--- config.mk ---
export PLATFORM = sky130hd
export DESIGN_NAME = instr_fetch
export DESIGN_NICKNAME = d
export VERILOG_FILES = /design/src/rtl/fetch_pkg.sv /design/src/rtl/instr_buf.sv /design/src/rtl/instr_fetch.sv
export SDC_FILE = /design/constraint.sdc
export NUM_CORES = 1
export LEC_CHECK = 0
export BUFFER_PORTS_ARGS = -buffer_cell sky130_fd_sc_hd__buf_4
export CORE_MARGIN = 2
export CORE_UTILIZATION = 35
export DETAILED_ROUTE_END_ITERATION = 8
export PLACE_DENSITY = 0.61
export REMOVE_ABC_BUFFERS = 1
export SLEW_MARGIN = 20
export SYNTH_ARGS = -nofsm -noshare
export SYNTH_HDL_FRONTEND = slang
export SYNTH_HIERARCHICAL = 1
export SYNTH_SLANG_ARGS = --single-unit
--- constraint.sdc ---
create_clock -name clk -period 11.35 [get_ports clk]
set_input_delay 0 -clock clk [delete_from_list [all_inputs] [get_ports clk]]
set_output_delay 0 -clock clk [all_outputs]
set_load 0.01 [all_outputs]
--- src/rtl/fetch_pkg.sv ---
// fetch_pkg: shared state encoding and constants for the instruction fetch block
package fetch_pkg;

    typedef enum logic [1:0] {
        IDLE,
        RUN,
        DRAIN
    } state_t;

    // Cycles between imem_rd and the matching imem_rdata
    localparam int IMEM_LATENCY = 1;

    // Program counter value after reset
    localparam int RESET_PC = 0;

endpackage

--- src/rtl/instr_buf.sv ---
// instr_buf: synchronous FIFO holding fetched instruction words
module instr_buf #(
    parameter int DEPTH = 2,
    parameter int WIDTH = 16
) (
    input  logic                    clk,
    input  logic                    rst,
    input  logic                    clr,
    input  logic                    wr,
    input  logic [WIDTH-1:0]        wdata,
    input  logic                    rd,
    output logic [WIDTH-1:0]        rdata,
    output logic [$clog2(DEPTH):0]  count,
    output logic                    empty
);

    localparam int AW = $clog2(DEPTH);
    localparam int CW = AW + 1;

    logic [WIDTH-1:0] r_mem [DEPTH];
    logic [AW-1:0]    r_wp;
    logic [AW-1:0]    r_rp;
    logic [CW-1:0]    r_cnt;
    logic             w_rd;

    // Reading an empty buffer is ignored so the pointers never run ahead
    assign w_rd  = rd && !empty;
    assign rdata = r_mem[r_rp];
    assign count = r_cnt;
    assign empty = (r_cnt == '0);

    // Pointer and occupancy update; a clear dominates write and read
    always_ff @(posedge clk) begin
        if (rst || clr) begin
            r_wp  <= '0;
            r_rp  <= '0;
            r_cnt <= '0;
        end else begin
            if (wr)
                r_wp <= r_wp + 1'b1;
            if (w_rd)
                r_rp <= r_rp + 1'b1;
            r_cnt <= r_cnt + CW'(wr) - CW'(w_rd);
        end
    end

    // Data storage; contents are meaningless while empty so no reset is needed
    always_ff @(posedge clk) begin
        if (wr && !clr && !rst)
            r_mem[r_wp] <= wdata;
    end

endmodule

--- src/rtl/instr_fetch.sv ---
// instr_fetch: PC sequencer issuing instruction memory reads into a small buffer
module instr_fetch
    import fetch_pkg::*;
#(
    parameter int WIDTH_INSTR = 16,
    parameter int WIDTH_JDATA = 24,
    parameter int DEPTH       = 2
) (
    input  logic                   clk,
    input  logic                   rst,
    input  logic                   start,
    input  logic                   halt,
    output logic                   imem_rd,
    output logic [WIDTH_JDATA-1:0] imem_addr,
    input  logic [WIDTH_INSTR-1:0] imem_rdata,
    output logic [WIDTH_INSTR-1:0] instr,
    output logic                   valid,
    input  logic                   next_instr,
    input  logic                   jump,
    input  logic [WIDTH_JDATA-1:0] jdata,
    output logic                   exe_flush,
    output logic                   busy
);

    localparam int CW = $clog2(DEPTH) + 1;

    state_t                  r_state;
    state_t                  w_state_nxt;
    logic [WIDTH_JDATA-1:0]  r_pc;
    logic [IMEM_LATENCY-1:0] r_pend;
    logic                    r_flush;
    logic [CW-1:0]           w_count;
    logic [WIDTH_INSTR-1:0]  w_head;
    logic                    w_empty;
    logic                    w_pop;
    logic                    w_ret;
    logic                    w_issue;

    assign w_pop = next_instr && !w_empty;
    assign w_ret = r_pend[IMEM_LATENCY-1];

    // Credit rule: buffered words plus reads in flight, less this cycle's pop,
    // must leave room, so a returning word always finds a free slot
    assign w_issue = (r_state == RUN) && !jump &&
                     (int'(w_count) + $countones(r_pend) - int'(w_pop) < DEPTH);

    assign imem_rd   = w_issue;
    assign imem_addr = r_pc;
    assign valid     = !w_empty;
    assign instr     = w_empty ? '0 : w_head;
    assign exe_flush = r_flush;
    assign busy      = (r_state != IDLE);

    // Next-state selection for the IDLE/RUN/DRAIN sequencer
    always_comb begin
        w_state_nxt = r_state;
        case (r_state)
            IDLE:    w_state_nxt = start ? RUN : IDLE;
            RUN:     w_state_nxt = halt ? DRAIN : RUN;
            DRAIN:   w_state_nxt = (w_empty && r_pend == '0) ? IDLE : DRAIN;
            default: w_state_nxt = IDLE;
        endcase
    end

    // State, PC, in-flight tracking and flush pulse; a jump overrides issue
    always_ff @(posedge clk) begin
        if (rst) begin
            r_state <= IDLE;
            r_pc    <= WIDTH_JDATA'(RESET_PC);
            r_pend  <= '0;
            r_flush <= 1'b0;
        end else begin
            r_state <= w_state_nxt;
            r_pc    <= jump ? jdata : r_pc + WIDTH_JDATA'(w_issue);
            r_pend  <= jump ? '0 : (r_pend << 1) | IMEM_LATENCY'(w_issue);
            r_flush <= jump && (r_state != IDLE);
        end
    end

    instr_buf #(
        .DEPTH (DEPTH),
        .WIDTH (WIDTH_INSTR)
    ) u_buf (
        .clk   (clk),
        .rst   (rst),
        .clr   (jump),
        .wr    (w_ret),
        .wdata (imem_rdata),
        .rd    (w_pop),
        .rdata (w_head),
        .count (w_count),
        .empty (w_empty)
    );

endmodule

### Word level (Yosys, flattened, before mapping)

Memories as Yosys holds them, arrays and structs flattened. A register that Yosys moved wholly into a read port is not among the register bits.
Index checks and enable logic that the tools add are counted.

| storage, ports and cells | value |
|---|---|
| output and inout bits | 44 |
| RAM bits | 32 |
| latch bits | 0 |
| ROM bits | 0 |
| memories | 1 |
| register bits after elaboration | 32 |
| logic and storage cells | 45 |
| input bits | 46 |

Memories:

| name | words | bits a word | rd ports | clocked after Yosys merged registers in | write ports | RTL line | text |
|---|---|---|---|---|---|---|---|
| u_buf.r_mem | 2 | 16 | 1 | 1 | 1 | instr_buf.sv:20 | `logic [WIDTH-1:0] r_mem [DEPTH];` |

| operators by class | value |
|---|---|
| magnitude comparators | 1 |
| eq/ne operators | 2 |
| shift operators | 0 |
| divide/modulo/power cells | 0 |
| reductions and logical operators | 16 |
| add/sub/neg operators | 7 |
| multipliers | 0 |
| mux-type cells | 10 |
| bitwise gates (word level) | 1 |

Operators by type and width:

| cell | count |
|---|---|
| $add A24 B1 Y24 | 1 |
| $mux W24 | 1 |
| $mux W16 | 1 |
| $logic_and A1 B1 Y1 | 8 |
| $pmux W2 S3 | 1 |
| $mux W1 | 5 |
| $logic_not A2 Y1 | 2 |
| $lt A4 B3 Y1 const B | 1 |
| $mux W2 | 2 |
| $sub A3 B1 Y4 | 1 |
| $add A2 B1 Y3 | 1 |
| $logic_not A1 Y1 | 3 |
| $add A1 B1 Y1 const B | 2 |
| $add A2 B1 Y2 | 1 |
| $eq A2 B1 Y1 const B | 1 |
| $eq A2 B2 Y1 const B | 1 |
| $reduce_bool A2 Y1 | 1 |
| $reduce_or A2 Y1 | 1 |
| $sub A2 B1 Y2 | 1 |
| $logic_or A1 B1 Y1 | 1 |
| $not A1 Y1 | 1 |

### Depth between registers and ports, before layout

Gate-level depths: netlist of run 1.

| logic depth | value |
|---|---|
| word-level depth | 8 |
| gate-level depth with buffers | 16 |
| mapped depth without buffers | 14 |

### Modules after synthesis

Netlist of run 1, hierarchy kept.

Modules (own cells, without submodules):

| module | cells an instance | times used | area an instance (um^2) | seq. area each (um^2) |
|---|---|---|---|---|
| instr_fetch | 203 | 1 | 1655.3 | 560.5 |
| instr_buf | 73 | 1 | 1451.4 | 1061.0 |

### Worst setup path after synthesis of run 1

OpenSTA, ideal clock, no wires.

| timing path | value |
|---|---|
| path kind | register -> register |
| from | register u_buf.r_cnt[1], in the netlist u_buf/count[1] |
| to | register r_pc[20], in the netlist imem_addr[20] |
| path buffers | 1 |
| stages on the path, launching flop included | 14 |
| slack | 6.658 ns |
| data arrival time | 4.601 ns |
| required time | 11.259 ns |
| cells stage by stage | dfxtp_1 nor2_1 nor3b_1 o21ai_0 fa_1 a221oi_1 a2111oi_0 ha_1 ha_1 nand2_1 or4_4 buf_6 or4_1 a311oi_1 |

| on the way | value |
|---|---|
| word-level cells in the longest chain between the ends | 8 |

RTL lines:

| what | RTL line | text |
|---|---|---|
| start: declaration | instr_buf.sv:23 | `logic [CW-1:0] r_cnt;` |
| start signal: assignment | instr_buf.sv:43 | `r_cnt <= r_cnt + CW'(wr) - CW'(w_rd);` |
| $logic_not A2 Y1 | instr_buf.sv:30 | `assign empty = (r_cnt == '0);` |
| named net w_empty | instr_fetch.sv:34 | `logic w_empty;` |
| $logic_not A1 Y1 | instr_fetch.sv:39 | `assign w_pop = next_instr && !w_empty;` |
| $logic_and A1 B1 Y1 | instr_fetch.sv:39 |  |
| $sub A3 B1 Y4 | instr_fetch.sv:45 | `(int'(w_count) + $countones(r_pend) - int'(w_pop) < DEPTH);` |
| $lt A4 B3 Y1 | instr_fetch.sv:45 |  |
| $logic_and A1 B1 Y1 | instr_fetch.sv:44 | `assign w_issue = (r_state == RUN) && !jump &&` |
| named net imem_rd | instr_fetch.sv:13 | `output logic imem_rd,` |
| $add A24 B1 Y24 | instr_fetch.sv:74 | `r_pc <= jump ? jdata : r_pc + WIDTH_JDATA'(w_issue);` |
| $mux W24 | instr_fetch.sv:74 |  |
| end signal: assignment | instr_fetch.sv:69 | `r_pc <= WIDTH_JDATA'(RESET_PC);` |
| end signal: assignment | instr_fetch.sv:74 |  |
| end: declaration | instr_fetch.sv:29 | `logic [WIDTH_JDATA-1:0] r_pc;` |

The timed path passes the listed nets, and every way through them passes these cells.
A chain may end at the register's enable or synchronous reset.

### Worst setup path after layout of run 1

| timing path | value |
|---|---|
| from | register u_buf.r_cnt[1], in the netlist u_buf/count[1] |
| to | register r_pc[18], in the netlist imem_addr[18] |

| on the way | value |
|---|---|
| word-level cells in the longest chain between the ends | 8 |

RTL lines:

| what | RTL line |
|---|---|
| $logic_not A2 Y1 | instr_buf.sv:30 |
| named net w_empty | instr_fetch.sv:34 |
| $logic_not A1 Y1 | instr_fetch.sv:39 |
| $logic_and A1 B1 Y1 | instr_fetch.sv:39 |
| $sub A3 B1 Y4 | instr_fetch.sv:45 |
| $lt A4 B3 Y1 | instr_fetch.sv:45 |
| $logic_and A1 B1 Y1 | instr_fetch.sv:44 |
| $add A24 B1 Y24 | instr_fetch.sv:74 |
| $mux W24 | instr_fetch.sv:74 |

The timed path passes the listed nets, and every way through them passes these cells.

==> results of run 1 <==
[power by group through the flow]
stage          Combinational (W)  Clock [W]  Sequential [W]
2_1_floorplan          0.0000155          0        0.000268
6_report               0.0000592   0.000206        0.000262
3_5_place_dp           0.0000477          0        0.000267
5_1_grt                0.0000646   0.000222        0.000263
3_3_place_gp           0.0000468          0        0.000267
4_1_cts                0.0000597   0.000213        0.000262
[per-stage QoR]
step / hold WS [ns] / power (W) / instance area [µm²] / std cells
after detailed placement: 0.189 / 0.000315 / 3850 / 460
after global placement: 0.186 / 0.000314 / 3850 / 460
after floorplan: 0.0690 / 0.000283 / 3030 / 261
after global routing: 0.0413 / 0.000550 / 4490 / 519
after CTS: 0.0153 / 0.000535 / 4490 / 519
final: 0.0371 / 0.000527 / 4490 / 519
[worst reg2reg max path: cells and delay by family, from the launching register on]
| kind | cells | cell delay (ns) |
|---|---|---|
| flip-flops | 1 | 0.46 |
| AO/OA/AOI/OAI | 4 | 1.24 |
| adder cells (fa/ha/maj) | 3 | 1.16 |
| AND/OR/NAND/NOR | 5 | 1.80 |
[worst min path at each step]
stage                   from                           to  cells after the start
2_1_floorplan            rst    u_buf/count[1]$_SDFF_PP0_                      1
3_3_place_gp   imem_rdata[7]  u_buf/r_mem[0][7]$_DFFE_PP_                      1
3_5_place_dp   imem_rdata[3]  u_buf/r_mem[0][3]$_DFFE_PP_                      1
4_1_cts                 halt        r_state[0]$_SDFF_PP0_                      4
5_1_grt                 halt        r_state[1]$_SDFF_PP0_                      4
6_report                halt        r_state[0]$_SDFF_PP0_                      4
[metal layers]
| metal | share of wire | vias up | global-route usage |
|---|---|---|---|
| li1 | - | 1284 | - |
| met1 | 0.47 | 1206 | 0.195 |
| met2 | 0.46 | 71 | 0.232 |
| met3 | 0.060 | 9 | 0.0372 |
| met4 | 0.012 | 0 | 0.0537 |
| met5 | 0 | - | 0 |
[cell type report]
type                            count  area share
Sequential cell                    65       0.361
Multi-Input combinational cell    187       0.307
Timing Repair Buffer              134       0.248
Tap cell                          108      0.0301
Clock buffer                       10      0.0284
Clock inverter                      6      0.0184
Inverter                            9     0.00752
[what timing repair did]
action / CTS / global route
buffers inserted: 0 / 0
endpoints found under the hold margin: 59 / 0
hold buffers: 43 / 0
[flip-flops by register name, indices dropped and copies added (netlist names), named ones only]
| register | flops |
|---|---|
| u_buf/r_wp | 1 |
| u_buf/r_mem | 32 |
| r_state | 2 |
| imem_addr | 24 |
| u_buf/count | 2 |
| u_buf/r_rp | 1 |
| exe_flush | 1 |
| r_pend | 1 |
[kinds of logic (layout without fill, tap and decap cells)]
logic type,after synthesis,in the layout,share of synthesized area
xor+xnor,12,12,0.0383
fa+ha+maj,6,6,0.0266
compound gates,41,41,0.0963
flops,65,65,0.522
mux,21,21,0.0870
simple gates,107,107,0.193
buf+inv,24,159,0.0366
[cell usage in the layout (no fill, tap or decap), types with 3 or more instances in the layout]
master and count:
or4_1 7, inv_1 8, o31ai_1 7, mux2_2 8, buf_4 91, dfxtp_1 33
o21ai_0 6, ha_1 5, clkbuf_8 9, a311oi_1 11, xor2_1 4, nor2_1 23
nand3_1 8, or3_1 3, and3_1 3, edfxtp_1 32, nor2b_1 19, xnor2_1 7
a211oi_1 7, mux2_4 10, nand2_1 17, dlygate4sd3_1 43, nor3_1 5, a21oi_1 4
mux2i_1 3, nand4_1 5, nor3b_1 3
==> metrics.md, run 1 <==
| Metric | Value |
|---|---|
| Via count normalized by instance count | 4.95 |
| Io pins | 90 |
| P_sw | 0.000116 W |
| Area of the die | 9650 µm² |
| Number of hold violations in the final report | 0 |
| Proportion of power drawn by combinational gates | 0.112 |
| Worst Path Required | 11.59 ns |
| Clock transition time at the flip-flop clock pins of the worst setup and hold paths | 0.07 ns |
| Antenna violations before repair | 0 |
| Register bit total from synthesis | 65 |
| Port buffer count | between 80 and 90 |
| Worst reg2reg path startpoint | u_buf/count[1]$_SDFF_PP0_ |
| Period utilisation layout | 0.416 |
| Buffer and inverter count on the worst path | 0 |
| Max Clk Rate | ~210 MHz |
| Total CTS buffers | 9 |
| Placement-stage worst setup slack | between 6 and 7 ns |
| Core area | 8680 µm² |
| Height of the die | 98.2 µm |
| Worst R2R End | imem_addr[18]$_SDFF_PP0_ |
| Detailed-route DRC error count | 0 |
| Count of pins over their slew limit | 0 |
| Element type at the critical path end | flip-flop |
| Sequential share of the synthesized area | 0.522 |
| Reg2Reg Setup Slack | 6.62 ns |
| Fin util | 0.518 |
| Yosys synthesis warning count | 6 |
| Synthesized area | around 3100 µm² |
| Cell type contributing the most total cell area after synthesis | edfxtp_1 |
| Worst EP arrival | 4.97 ns |
| Vias in the first global route | 2477 |
| Worst min-delay path category | in -> reg |
| Smallest setup slack after layout | 6.62 ns |
| Type of the setup path with the least slack | reg -> reg |
| Number of buffers between clock root and the deepest sink | 2 |
| Total power density per cell area | 117 nW/µm² |
| Cell class contributing the biggest share of worst-path delay | simple AND/OR/NAND/NOR gates |
| Proportion of synthesized flip-flops having asynchronous set or reset | 0 |
| CP max-delay cell | a2111oi_0 |
| CTS tree | yes |
| Worst-Skew Late Latency | between 0.3 and 0.4 ns |
| Most numerous cell on the critical path | ha_1 |
| Sink count of the clock tree | 65 |
| Cell depth of the worst setup path | 12 |
| Overflow left after global routing | 0 |
| Series of cell instances along the critical path | nor2_1 > nor3b_1 > o21ai_0 > fa_1 > a221oi_1 > a2111oi_0 > ha_1 > ha_1 > nand2_1 > or4_4 > or4_1 > a311oi_1 |
| FF-to-FF path depth | 12 |
| TNS Setup | 0 ns |
| Area share of the largest cell type after synthesis | 0.309 |
| Proportion of layout cells with a drive suffix above 1 | 0.319 |
| Total number of vias | 2570 |
| Routed length per instance | around 14 µm |
| Remaining antenna violation count after routing | 0 |
| Largest clock skew in the final design | 0.00518 ns |
| Standard-cell row count | 34 |
| Final Routed Wirelength | 7.14 mm |
| Final number of setup-violating endpoints | 0 |
| Number of enable flip-flop cells after synthesis | 32 |
| Leak | 1.74 nW |
| Outcome | complete, no violations |
| Post-synth top flop | dfxtp_1 |
| Global-route wire length before repair | roughly 11 mm |
| CTS root buf | clkbuf_8 |
| Antenna diode count | 0 |
| Pin count of the biggest net entering global routing | 43 |
| First element of the critical path | u_buf/count[1]$_SDFF_PP0_ |
| Most frequently used cell type in the post-synthesis netlist | dfxtp_1 |
| H-Tree Depth | 3 |
| Clk network pwr share | 0.390 |
| Fill count | 802 |
| Total track usage | 0.147 |
| RSZ-0062 raised after global routing | false |
| Max-Slew Margin vs Limit | 0.400 |
| Maximum capacitance violations | 0 |
| Count of routing violations after the opening detailed-route iteration | 94 |
| Seq pwr share | 0.498 |
| Largest fanout of any net on the critical path | 11 |
| Measured slew at the worst slew-check pin | 0.898 ns |
| Mean Syn Cell Area | 11.3 µm² |
| Mapped Cells | 276 |
| Startpoint type of the worst setup path | flip-flop |
| Endpoint of the worst setup timing path | imem_addr[18]$_SDFF_PP0_ |
| Number of nets in the layout | 458 |
| Synth top area cells | edfxtp_1, dfxtp_1, mux2_4, nor2b_1, a311oi_1 |
| Horizontal die dimension | approximately 98 µm |
| Number of iterations in the first detailed-routing pass | 6 |
| Final weighted congestion in routability-driven placement | around 0.76 |
| Maximum cell stage delay along the critical path | 0.68 ns |
| Cell internal power dissipation | slightly above 0.0004 W |
| Sequential cell area in the final layout | approximately 1600 µm² |
| Number of unique standard cell types used by synthesis | 48 |
| Resized cells post-CTS | 0 |
| Area used by multi-input combinational logic | 1380 µm² |
| Effective utilization at floorplan | 0.358 |
| Switching share of power | 0.220 |
| Top cell types by occurrence after synthesis | dfxtp_1, edfxtp_1, nor2_1 |
| Detailed placer's ending HPWL | a little under 5 mm |
| Worst supply voltage drop on vdd | about 0.063 mV |
| Syn-to-layout area delta | 44.6% |
| Min cycle time layout | 4.73 ns |
Power figures use the tool's default switching activity.
==> run 2: changes to the inputs <==
PLACE_DENSITY = 0.63   (was 0.61)
clock period = 4.04 ns   (was 11.35 ns; I/O delays follow)
==> run 2 against run 1 <==
Compared with the run above:
- sequential share of layout area shrank 0.60 points
- via count rose by 0.12%
- sequential cell count is the same
- first-iteration DRC count is 33% lower
- final cell count rose by 1.5%
- largest cell class unchanged
- largest power group unchanged
- setup slack got worse by 6.4 ns
- sequential power rose to 2.8 times the previous value
- register-to-register slack worse by 6.4 ns
- clock-buffer cell count stayed put
==> metrics.md, run 2 (same netlist as run 1, synthesis figures left out) <==
| Metric | Value |
|---|---|
| Outcome | complete, no violations |
| Type of the setup path with the least slack | reg -> reg |
| Height of the die | 98.2 µm (unchanged) |
| Pin count of the biggest net entering global routing | 43 (unchanged) |
| Largest clock skew in the final design | 0.00703 ns (+0.00184 ns) |
| Post-Layout Inst Area | 4570 µm² (+1.8%) |
| Proportion of layout cells with a drive suffix above 1 | 0.341 (+0.0226) |
| Fill count | 771 (-3.9%) |
| Total power density per cell area | 327 nW/µm² (+180%) |
| Endpoint of the worst setup timing path | imem_addr[17]$_SDFF_PP0_ |
| Most common cell after layout, fill and taps aside | buf_4 |
| Number of instances in the placed design | 466 (+1.3%) |
| H-Tree Depth | 3 (unchanged) |
| Count of routing violations after the opening detailed-route iteration | 63 (-33%) |
| Reg2Reg Setup Slack | 0.21 ns (-6.41 ns) |
| Max-Slew Margin vs Limit | 0.407 (+0.00687) |
| Port buffer count | 89 (unchanged) |
| FF-to-FF path depth | 13 (+1) |
| Largest fanout of any net on the critical path | 11 (unchanged) |
| Worst slack on hold paths | 0.0215 ns (-0.0155 ns) |
| Total Power | 0.00149 W (+180%) |
| Antenna violations before repair | 0 (unchanged) |
| Leak | 1.79 nW (+3.0%) |
| Total track usage | 0.151 (+0.00430) |
| CTS root buf | clkbuf_8 |
| Element type at the critical path end | flip-flop |
| Period utilisation layout | 0.948 (+0.532) |
| Measured slew at the worst slew-check pin | 0.888 ns (-0.0103 ns) |
| Worst supply voltage drop on vdd | 0.161 mV (+160%) |
| First element of the critical path | u_buf/count[0]$_SDFF_PP0_ |
| Final weighted congestion in routability-driven placement | 0.720 (-5.8%) |
| CTS tree | yes |
| Remaining antenna violation count after routing | 0 (unchanged) |
| Area after detailed placement | 3900 µm² (+1.2%) |
| Worst-Skew Late Latency | 0.33 ns (about the same) |
| Core area | 8680 µm² (unchanged) |
| Area used by multi-input combinational logic | 1390 µm² (+1.1%) |
| Number of hold violations in the final report | 0 (unchanged) |
| Worst reg2reg path startpoint | u_buf/count[0]$_SDFF_PP0_ |
| Count of pins over their slew limit | 0 (unchanged) |
| Maximum capacitance violations | 0 (unchanged) |
| TNS Setup | 0 ns (unchanged) |
| Detailed placer's ending HPWL | 4.91 mm (+2.1%) |
| Sequential cell area in the final layout | 1620 µm² (about the same) |
| Syn-to-layout area delta | 47.1% |
| Startpoint type of the worst setup path | flip-flop |
| Effective utilization at floorplan | 0.358 (unchanged) |
| Total number of vias | 2573 (+0.12%) |
| Horizontal die dimension | 98.2 µm (unchanged) |
| Worst Path Required | 4.29 ns (-7.30 ns) |
| Min cycle time layout | 3.83 ns (-0.896 ns) |
| Area of the die | 9650 µm² (unchanged) |
| Worst EP arrival | 4.08 ns (-0.89 ns) |
| Routed length per instance | 13.8 µm (+0.48%) |
| Antenna diode count | 0 (unchanged) |
| Vias in the first global route | 2525 (+1.9%) |
| Number of flip-flops under the largest register name | 32 (unchanged) |
| Global-route wire length before repair | 11.7 mm (+2.6%) |
| Standard-cell row count | 34 (unchanged) |
| Register with the most flip-flops | u_buf/r_mem |
| Clock transition time at the flip-flop clock pins of the worst setup and hold paths | 0.07 ns (about the same) |
| Via count normalized by instance count | 4.88 (-1.4%) |
| Number of nets in the layout | 466 (+1.7%) |
| Leading cell types in the layout, fill and taps excluded | buf_4, dlygate4sd3_1, dfxtp_1, edfxtp_1, nor2_1 |
| Max Clk Rate | 261 MHz (+23%) |
| Sink count of the clock tree | 65 (unchanged) |
| Worst min-delay path category | in -> reg |
| Overflow left after global routing | 0 (unchanged) |
| Final number of setup-violating endpoints | 0 (unchanged) |
| Number of buffers between clock root and the deepest sink | 2 (unchanged) |
| Total CTS buffers | 9 (unchanged) |
| Io pins | 90 (unchanged) |
| Detailed-route DRC error count | 0 (unchanged) |
| Final Routed Wirelength | 7.28 mm (+2.0%) |
| Non-Filler Instances | 527 (+1.5%) |
| RSZ-0062 raised after global routing | false |
| Number of iterations in the first detailed-routing pass | 4 (-2) |
| Worst R2R End | imem_addr[17]$_SDFF_PP0_ |
## run 2: how the worst min path moves through the flow
stage / from / end / cells past startpoint
after detailed placement: imem_rdata[7] / u_buf/r_mem[0][7]$_DFFE_PP_ / 1
after floorplan: rst / u_buf/count[1]$_SDFF_PP0_ / 1
after global routing: jdata[13] / imem_addr[13]$_SDFF_PP0_ / 3
after global placement: imem_rdata[14] / u_buf/r_mem[1][14]$_DFFE_PP_ / 1
after CTS: jdata[13] / imem_addr[13]$_SDFF_PP0_ / 3
final: jdata[13] / imem_addr[13]$_SDFF_PP0_ / 3
## run 2: area by class of cell
type / count / share of cell area
Clock buffer: 10 / 0.0279
Clock inverter: 6 / 0.0181
Multi-Input combinational cell: 187 / 0.305
Tap cell: 108 / 0.0296
Inverter: 9 / 0.00739
Sequential cell: 65 / 0.355
Timing Repair Buffer: 142 / 0.257
## run 2: critical path: stages, from the launching register on
cell	delay, ns
dfxtp_2	0.35
nor2_2	0.17
nor2b_1	0.09
nor2b_1	0.11
o21ai_0	0.11
fa_1	0.53
nand2_1	0.06
a2111oi_1	0.37
buf_4	0.18
ha_1	0.21
and3_1	0.20
or4b_1	0.61
or4_1	0.52
a311oi_1	0.24
## run 2: what timing repair did
| action | CTS | global route |
|---|---|---|
| setup buffers | 0 | 1 |
| resized for setup | 0 | 5 |
| setup endpoints to repair | 0 | 8 |
| hold buffers | 44 | 0 |
| endpoints found under the hold margin | 58 | 0 |
## run 2: per-layer routing
| metal | vias up | share of wire | global-route usage | routed length, µm |
|---|---|---|---|---|
| li1 | 1294 | - | - | - |
| met1 | 1192 | 0.47 | 0.201 | 3460 |
| met2 | 78 | 0.46 | 0.242 | 3330 |
| met3 | 9 | 0.056 | 0.0344 | 410 |
| met4 | 0 | 0.012 | 0.0537 | 85 |
| met5 | - | 0 | 0 | 0 |
## run 2: metrics by stage
stage	setup slack [ns]	util
final	0.209	0.527
after global routing	0.000882	0.527
after CTS	0.00502	0.524
after detailed placement	0.0267	0.449
after global placement	0.137	0.449
after floorplan	-0.850	-
## run 2: power breakdown
group          total (W)  internal [W]  switching, W  leakage (nW)
clock           0.000587      0.000344      0.000243         0.108
sequential      0.000736      0.000710     0.0000259         0.561
combinational   0.000171      0.000104     0.0000668          1.12
total            0.00149       0.00116      0.000335          1.79
